[src/rtl/rfphoenix_branch_predictor.sv]
// Gshare direction predictor: 2-bit counter table indexed by PC ^ global history,
// with a power-on sweep, speculative history shift and mispredict repair.
module rfphoenix_branch_predictor #(
  parameter int AWID     = 32,
  parameter int TBL_BITS = 10,
  parameter int GHR_BITS = 8,
  parameter int PC_LSB   = 0
) (
  input  logic                clk_i,
  input  logic                rst_ni,
  output logic                rdy_o,
  input  logic                pred_req_i,
  input  logic [AWID-1:0]     pred_pc_i,
  output logic                pred_v_o,
  output logic                pred_taken_o,
  output logic [GHR_BITS-1:0] pred_ghr_o,
  input  logic                upd_v_i,
  input  logic [AWID-1:0]     upd_pc_i,
  input  logic [GHR_BITS-1:0] upd_ghr_i,
  input  logic                upd_taken_i,
  input  logic                upd_mispred_i
);

  localparam int ENTRIES = 1 << TBL_BITS;
  localparam logic [0:0] ST_INIT = 1'b0;
  localparam logic [0:0] ST_RUN  = 1'b1;

  logic [0:0]          state;
  logic [TBL_BITS-1:0] sweep;
  logic [GHR_BITS-1:0] ghr;
  logic [1:0]          cnt [ENTRIES];

  logic [TBL_BITS-1:0] pidx, uidx;
  logic                p_bit;
  logic [1:0]          ucnt, unext;
  logic                run, acc_req, acc_upd;

  // History is zero-extended into the index width, so GHR_BITS == TBL_BITS needs no special case.
  function automatic logic [TBL_BITS-1:0] idx(input logic [AWID-1:0] pc,
                                              input logic [GHR_BITS-1:0] h);
    logic [TBL_BITS-1:0] hx;
    hx = '0;
    hx[GHR_BITS-1:0] = h;
    return pc[PC_LSB +: TBL_BITS] ^ hx;
  endfunction

  // Only the index field of each PC matters; the rest is intentionally dropped.
  logic unused_pc;
  assign unused_pc = ^{pred_pc_i, upd_pc_i};

  assign run     = (state == ST_RUN);
  assign rdy_o   = run;
  assign acc_req = run & pred_req_i;
  assign acc_upd = run & upd_v_i;

  always_comb begin
    pidx  = idx(pred_pc_i, ghr);
    uidx  = idx(upd_pc_i, upd_ghr_i);
    p_bit = cnt[pidx][1];
    ucnt  = cnt[uidx];
    unext = ucnt;
    if (upd_taken_i) begin
      if (ucnt != 2'b11) unext = ucnt + 2'b01;
    end else begin
      if (ucnt != 2'b00) unext = ucnt - 2'b01;
    end
  end

  // Table has no reset of its own; the INIT sweep gives it a known value.
  always_ff @(posedge clk_i) begin
    if (rst_ni) begin
      if (!run)         cnt[sweep] <= 2'b01;
      else if (acc_upd) cnt[uidx]  <= unext;
    end
  end

  always_ff @(posedge clk_i) begin
    if (!rst_ni) begin
      state        <= ST_INIT;
      sweep        <= '0;
      ghr          <= '0;
      pred_v_o     <= 1'b0;
      pred_taken_o <= 1'b0;
      pred_ghr_o   <= '0;
    end else begin
      pred_v_o <= acc_req;
      if (!run) begin
        sweep <= sweep + 1'b1;
        if (sweep == '1) state <= ST_RUN;
      end
      if (acc_req) begin
        pred_taken_o <= p_bit;
        pred_ghr_o   <= ghr;
      end
      // Repair outranks the speculative shift of a same-cycle request.
      if (acc_upd && upd_mispred_i)
        ghr <= {upd_ghr_i[GHR_BITS-2:0], upd_taken_i};
      else if (acc_req)
        ghr <= {ghr[GHR_BITS-2:0], p_bit};
    end
  end

endmodule

[config.mk]
export PLATFORM = sky130hd
export DESIGN_NAME = rfphoenix_branch_predictor
export DESIGN_NICKNAME = d
export VERILOG_FILES = /design/src/rtl/rfphoenix_branch_predictor.sv
export SDC_FILE = /design/constraint.sdc
export NUM_CORES = 2
export LEC_CHECK = 0
export BUFFER_PORTS_ARGS = -buffer_cell sky130_fd_sc_hd__buf_2
export CORE_UTILIZATION = 60
export DETAILED_ROUTE_END_ITERATION = 8
export PLACE_DENSITY_LB_ADDON = 0.12
export SLEW_MARGIN = 30
export SYNTH_ARGS = -nofsm -noshare
export SYNTH_HDL_FRONTEND = slang
export SYNTH_SLANG_ARGS = --single-unit
export TNS_END_PERCENT = 50
[constraint.sdc]
create_clock -name clk_i -period 46.5 [get_ports clk_i]
set_input_delay 4.65 -clock clk_i [delete_from_list [all_inputs] [get_ports clk_i]]
set_output_delay 4.65 -clock clk_i [all_outputs]
set_load 0.02 [all_outputs]
# Word level (Yosys, flattened, before mapping)
# Memory sizes are Yosys's and may differ from the RTL's.
# Cells that the tools add are included.
classes:
  add_sub_neg: 3
  n_eq_ne: 2
  mux: 17
  bitwise_logic: 4
  n_reduce_logical: 4
ops:
  columns: ["cell", "n"]
  rows:
  - ["10-bit by 8-bit XOR with 10-bit output", 2]
  - ["8-bit two-way mux", 2]
  - ["10-bit by 1-bit adder with 10-bit output (second input constant)", 1]
  - ["10-bit equality test (second input constant)", 1]
  - ["1-bit two-way mux", 10]
  - ["10-bit two-way mux", 1]
  - ["2-bit two-way mux", 4]
  - ["2-bit nonzero test", 2]
  - ["2-bit by 1-bit adder with 2-bit output (second input constant)", 1]
  - ["1-bit AND", 2]
  - ["2-bit inequality test (second input constant)", 1]
  - ["2-bit OR reduction", 1]
  - ["2-bit by 1-bit subtractor with 2-bit output (second input constant)", 1]
  - ["1-bit logical AND", 1]
word_totals:
  ff_bits: 29
  ram_bits: 2048
  inputBits: 78
  output_inout_bits: 11
  word_cells: 37
  mem_count: 1
memory_table:
  columns: ["name", "depth", "width", "read_ports", "rd_ports_with_merged_regs", "wr", "line_no", "source"]
  rows:
  - ["cnt", 1024, 2, 2, 0, 1, "31", "logic [1:0] cnt [ENTRIES];"]

# Depth between registers and ports, before layout
depth:
  word_depth: 7
  ltp_mapped: 14
  ltp_nobuf: 10

# Worst setup path before layout
# No wires, ideal clock.
synth_path:
  path_kind: "input port to flip-flop"
  startpoint: "input upd_ghr_i[5]"
  endpoint: "memory cnt[0][1] (data pin)"
  setup_ns: 5.676
  arrival_time_ns: 34.143
  required_ns: 40.824
  slack_ns: 6.681
  cell_stages: 11
  cell_sequence: "xor2_1 buf_2 nor4_1 clkbuf_1 clkbuf_1 a221oi_1 a41oi_1 nor3_1 nor4_2 o21ai_1 a21oi_1"
synth_via:
  elab_chain_cells: 6
  elab_cells_between_ends: 10
  classes_between: "2 x add/sub; 1 x eq/ne; 4 x mux; 1 x bitwise; 1 x reduce/logical; 1 x memory"
synth_rtl:
  columns: ["element", "line_no", "source"]
  rows:
  - ["from (decl)", "19", "input logic [GHR_BITS-1:0] upd_ghr_i,"]
  - ["10-bit by 8-bit XOR with 10-bit output *", "44", "return pc[PC_LSB +: TBL_BITS] ^ hx;"]
  - ["memory 1024 x 2 bit *", null, null]
  - ["2-bit by 1-bit subtractor with 2-bit output, or another cell as far along", "65", "if (ucnt != 2'b00) unext = ucnt - 2'b01;"]
  - ["2-bit two-way mux, on equally long branches", "65, 63", null]
  - ["2-bit two-way mux *", "62", "if (upd_taken_i) begin"]
  - ["2-bit two-way mux (no source line) *", null, null]
  - ["to (decl)", "31", null]
# Mark *: on every way between the ends. The rest lies on a longest branch, timed or not.

# Final worst setup path
layout_path:
  startpoint: "input upd_ghr_i[1]"
  endpoint: "memory cnt[418][0] (data pin)"
# Same word-level chain as after synthesis.

==> flow_summary.toml <==
[worst_setup_path]
end_kind = "register"
rr_worst_depth = 11
worst-path-stages = 19
rr_endpoint = "cnt[418][0]$_DFFE_PP_"
reg2reg_slack_ns = 40.29
cpMostUsedCell = "buf_4"
crit_buf_inv = 9
path_class = "in2reg"
worstSetupStartpointType = "primary input"
critPathMaxFanout = 204
cp-startpoint = "upd_ghr_i[1]"
rr_startpoint = "cnt[367][0]$_DFFE_PP_"
cp_cell_sequence = "buf_2 -> xor2_4 -> buf_4 -> buf_4 -> buf_12 -> buf_4 -> buf_4 -> mux4_2 -> mux2i_1 -> o22ai_1 -> a2111oi_0 -> nand3_1 -> nor3_1 -> or4_1 -> a21oi_1 -> o21ai_4 -> buf_4 -> buf_12 -> buf_6"
endpoint = "cnt[418][0]$_DFFE_PP_"
max_stage_delay_ns = 0.74
crit_family = "buffers and inverters"
crit_arrival_ns = 13.14
cp.required_ns = 47.02
cp_slowest_cell = "buf_4"

[synthesis]
synthCells = 5784
ys_ff_latch = 2077
avgSynthCellArea_um2 = 16.0
synth.distinct_cells = 64
synth_top_area_share_pct = 66.5
synth_edf_count = 2048
synth_area_um2 = 92500
yosysSeqAreaShare_pct = 67.1
async_flop_share_pct = 0
synthTopCellsByArea = "edfxtp_1, mux4_2, nor2_1"
synthTopCellsByCount = "edfxtp_1, nor2_1, mux4_2"
synth_nets = 5863
yosysWarnings = 0
synth.most_common_cell = "edfxtp_1"
synth_top_cell_by_area = "edfxtp_1"
dominantRegCellSynth = "edfxtp_1"

[layout]
nNetsFinal = 5809
fill_cells = 10500
syn2layout_area_growth_pct = 10.4
final_area_um2 = 102000
drive_gt1_share_pct = 21.8

[drt]
drt-wirelength-per-cell_um = 37.9
wl_um = 302000
drc = 0
ant_nets = 0
vias = 58400
viasPerCell = 7.34
drt_iter0_markers = 9586
first_pass_iters = 8

[timing]
worstMarginPinSlew_ns = 1.18
period_needed_ns = 12.61
period_share_pct = 27.1
drv_slew = 0
final_hold_viol_count = 0
max_slew_margin_pct = 20.2
setup_violations = 0
timing.fmax_mhz = 79.3
skew_ns = 0.0348
rsz0062_at_grt = "no"
tns_ns = 0

[global_route]
first_global_vias = 57100
grt_pass1_wl_um = 423000
gr-total-overflow = 0
antenna_found_initial = 18
grt_max_degree = 273
grt_use_total_pct = 39.0

[floorplanning]
io-pin-count = 89
die_w_um = 395
core-area_um2 = 152000
fp.dieArea_um2 = 156000
placementRows = 143
die_y_um = 395
start_util_pct = 60.7

[pwr]
cellPowerDensity_nw_per_um2 = 39.0
vdd_drop_max_mv = 0.0403
cellLeakagePower_nw = 32.1

[clock_tree]
cts_tree = "built"
cts_max_level = 4
numCtsBuffers = 207
path_clk_slew_ns = 0.06
clockBufferDepth = 3
cts_hold_buf = 0
root_buffer = "clkbuf_16"
cts_resized = 0
post-cts-setup-buffers = 0
cts_sinks = 2077
clock_latency_ns = 0.85

[placement]
gp_congestion = 0.933
placed_cell_area_um2 = 95200
dp_hpwl_um = 176000
numPortBuffers = 44

[run]
cap_violations = 0

[hold_path]
hp-class = "reg2reg"

[run_status]
status = "finished clean"
## routing by layer
layer	part of all wire, %	track usage (%)	routed length, µm
met2	45	57.9	136000
met4	6.2	20.7	18800
met5	0.050	0	151
met3	15	12.2	44100
met1	34	52.2	102000
## placed cells by master, fill, tap and decap left out, drive strengths merged, types with 4 or more instances in the layout
cell	count
inv	10
diode	12
clkinv	94
nand2	379
nor4	28
a2111oi	16
a31oi	27
and3	18
a22oi	146
clkinvlp	9
o21ai	70
buf	217
nor2	1079
edfxtp	2048
nor3	21
a311oi	6
nand4	71
a211oi	5
bufinv	24
clkbuf	252
a21oi	40
mux2i	221
a21boi	13
a41oi	7
dfxtp	29
a32oi	28
xor2	19
o2111ai	10
o22ai	110
a22o	15
o31ai	4
and2	14
mux4	644
nand3	169
xnor2	20
nand3b	6
## kinds of logic (layout without fill, tap and decap cells)
group           Yosys count  in the layout  share of synthesized area, %
flops                  2077           2077                          67.1
simple gates           1800           1800                          8.03
mux                     865            865                          18.1
compound gates          519            519                          3.87
buf+inv                 483            606                          2.52
xor+xnor                 39             39                         0.418
fa+ha+maj                 1              1                        0.0135
other cells               0             12                             0
## final cells by class
class	count	area, µm²	area share [%]
clock buffers	252	5470	5.36
inverters	3	11.3	0.0110
clock inverters	134	1350	1.32
well taps	2030	2540	2.49
multi-input cells	3224	28800	28.2
repair buffers	217	1880	1.84
diodes	12	30.0	0.0294
flip-flops and latches	2077	62100	60.8
## flip-flops by register name, summed over array words and instances, names as in the netlist
name and count:
rdy_o 1, sweep 10, cnt 2048, ghr 8
pred_ghr_o 8, pred_v_o 1, pred_taken_o 1
## worst min-delay path by stage
stage / startpoint / slack, ns / cells after the start / endpoint
finish: pred_ghr_o[7]$_SDFFE_PN0P_ / 0.47 / 2 / pred_ghr_o[7]$_SDFFE_PN0P_
global route: pred_ghr_o[7]$_SDFFE_PN0P_ / 0.49 / 2 / pred_ghr_o[7]$_SDFFE_PN0P_
CTS: pred_ghr_o[7]$_SDFFE_PN0P_ / 0.47 / 2 / pred_ghr_o[7]$_SDFFE_PN0P_
detailed placement: pred_ghr_o[1]$_SDFFE_PN0P_ / 0.46 / 2 / pred_ghr_o[1]$_SDFFE_PN0P_
global placement: pred_ghr_o[2]$_SDFFE_PN0P_ / 0.46 / 2 / pred_ghr_o[2]$_SDFFE_PN0P_
floorplan: ghr[7]$_SDFFE_PN0P_ / 0.47 / 2 / pred_ghr_o[7]$_SDFFE_PN0P_
## worst reg2reg max path: stages (launching register included)
cell and delay, ns:
edfxtp_1 0.38, mux4_2 0.47, mux2i_1 0.81, o22ai_1 0.37, a2111oi_2 0.74, nor4bb_1 0.62
or4_1 0.23, a21oi_1 0.10, o21ai_4 0.16, buf_4 0.42, buf_12 0.62, buf_6 0.90
## power breakdown
part           switching (mW)  total, mW  internal (mW)  leakage [nW]
registers            0.000561       2.02           2.02          19.6
clock network           0.727       1.70          0.970          3.32
logic                   0.181      0.258         0.0771          9.12
total                   0.909       3.98           3.07          32.1
## per-stage QoR
| step | total power [mW] | hold slack, ns | util (%) | instances | setup slack, ns |
|---|---|---|---|---|---|
| 5_1_grt | 4.05 | 0.487 | 67.0 | 7937 | 33.85 |
| 3_5_place_dp | 2.31 | 0.457 | 62.4 | 7548 | 33.18 |
| 6_report | 3.98 | 0.466 | 67.0 | 7949 | 33.89 |
| 4_1_cts | 3.97 | 0.468 | 66.9 | 7934 | 34.02 |
| 3_3_place_gp | 2.31 | 0.455 | 62.3 | 7545 | 32.78 |
| 2_1_floorplan | 2.21 | 0.466 | - | 5784 | 6.68 |
Power figures use the tool's default switching activity.
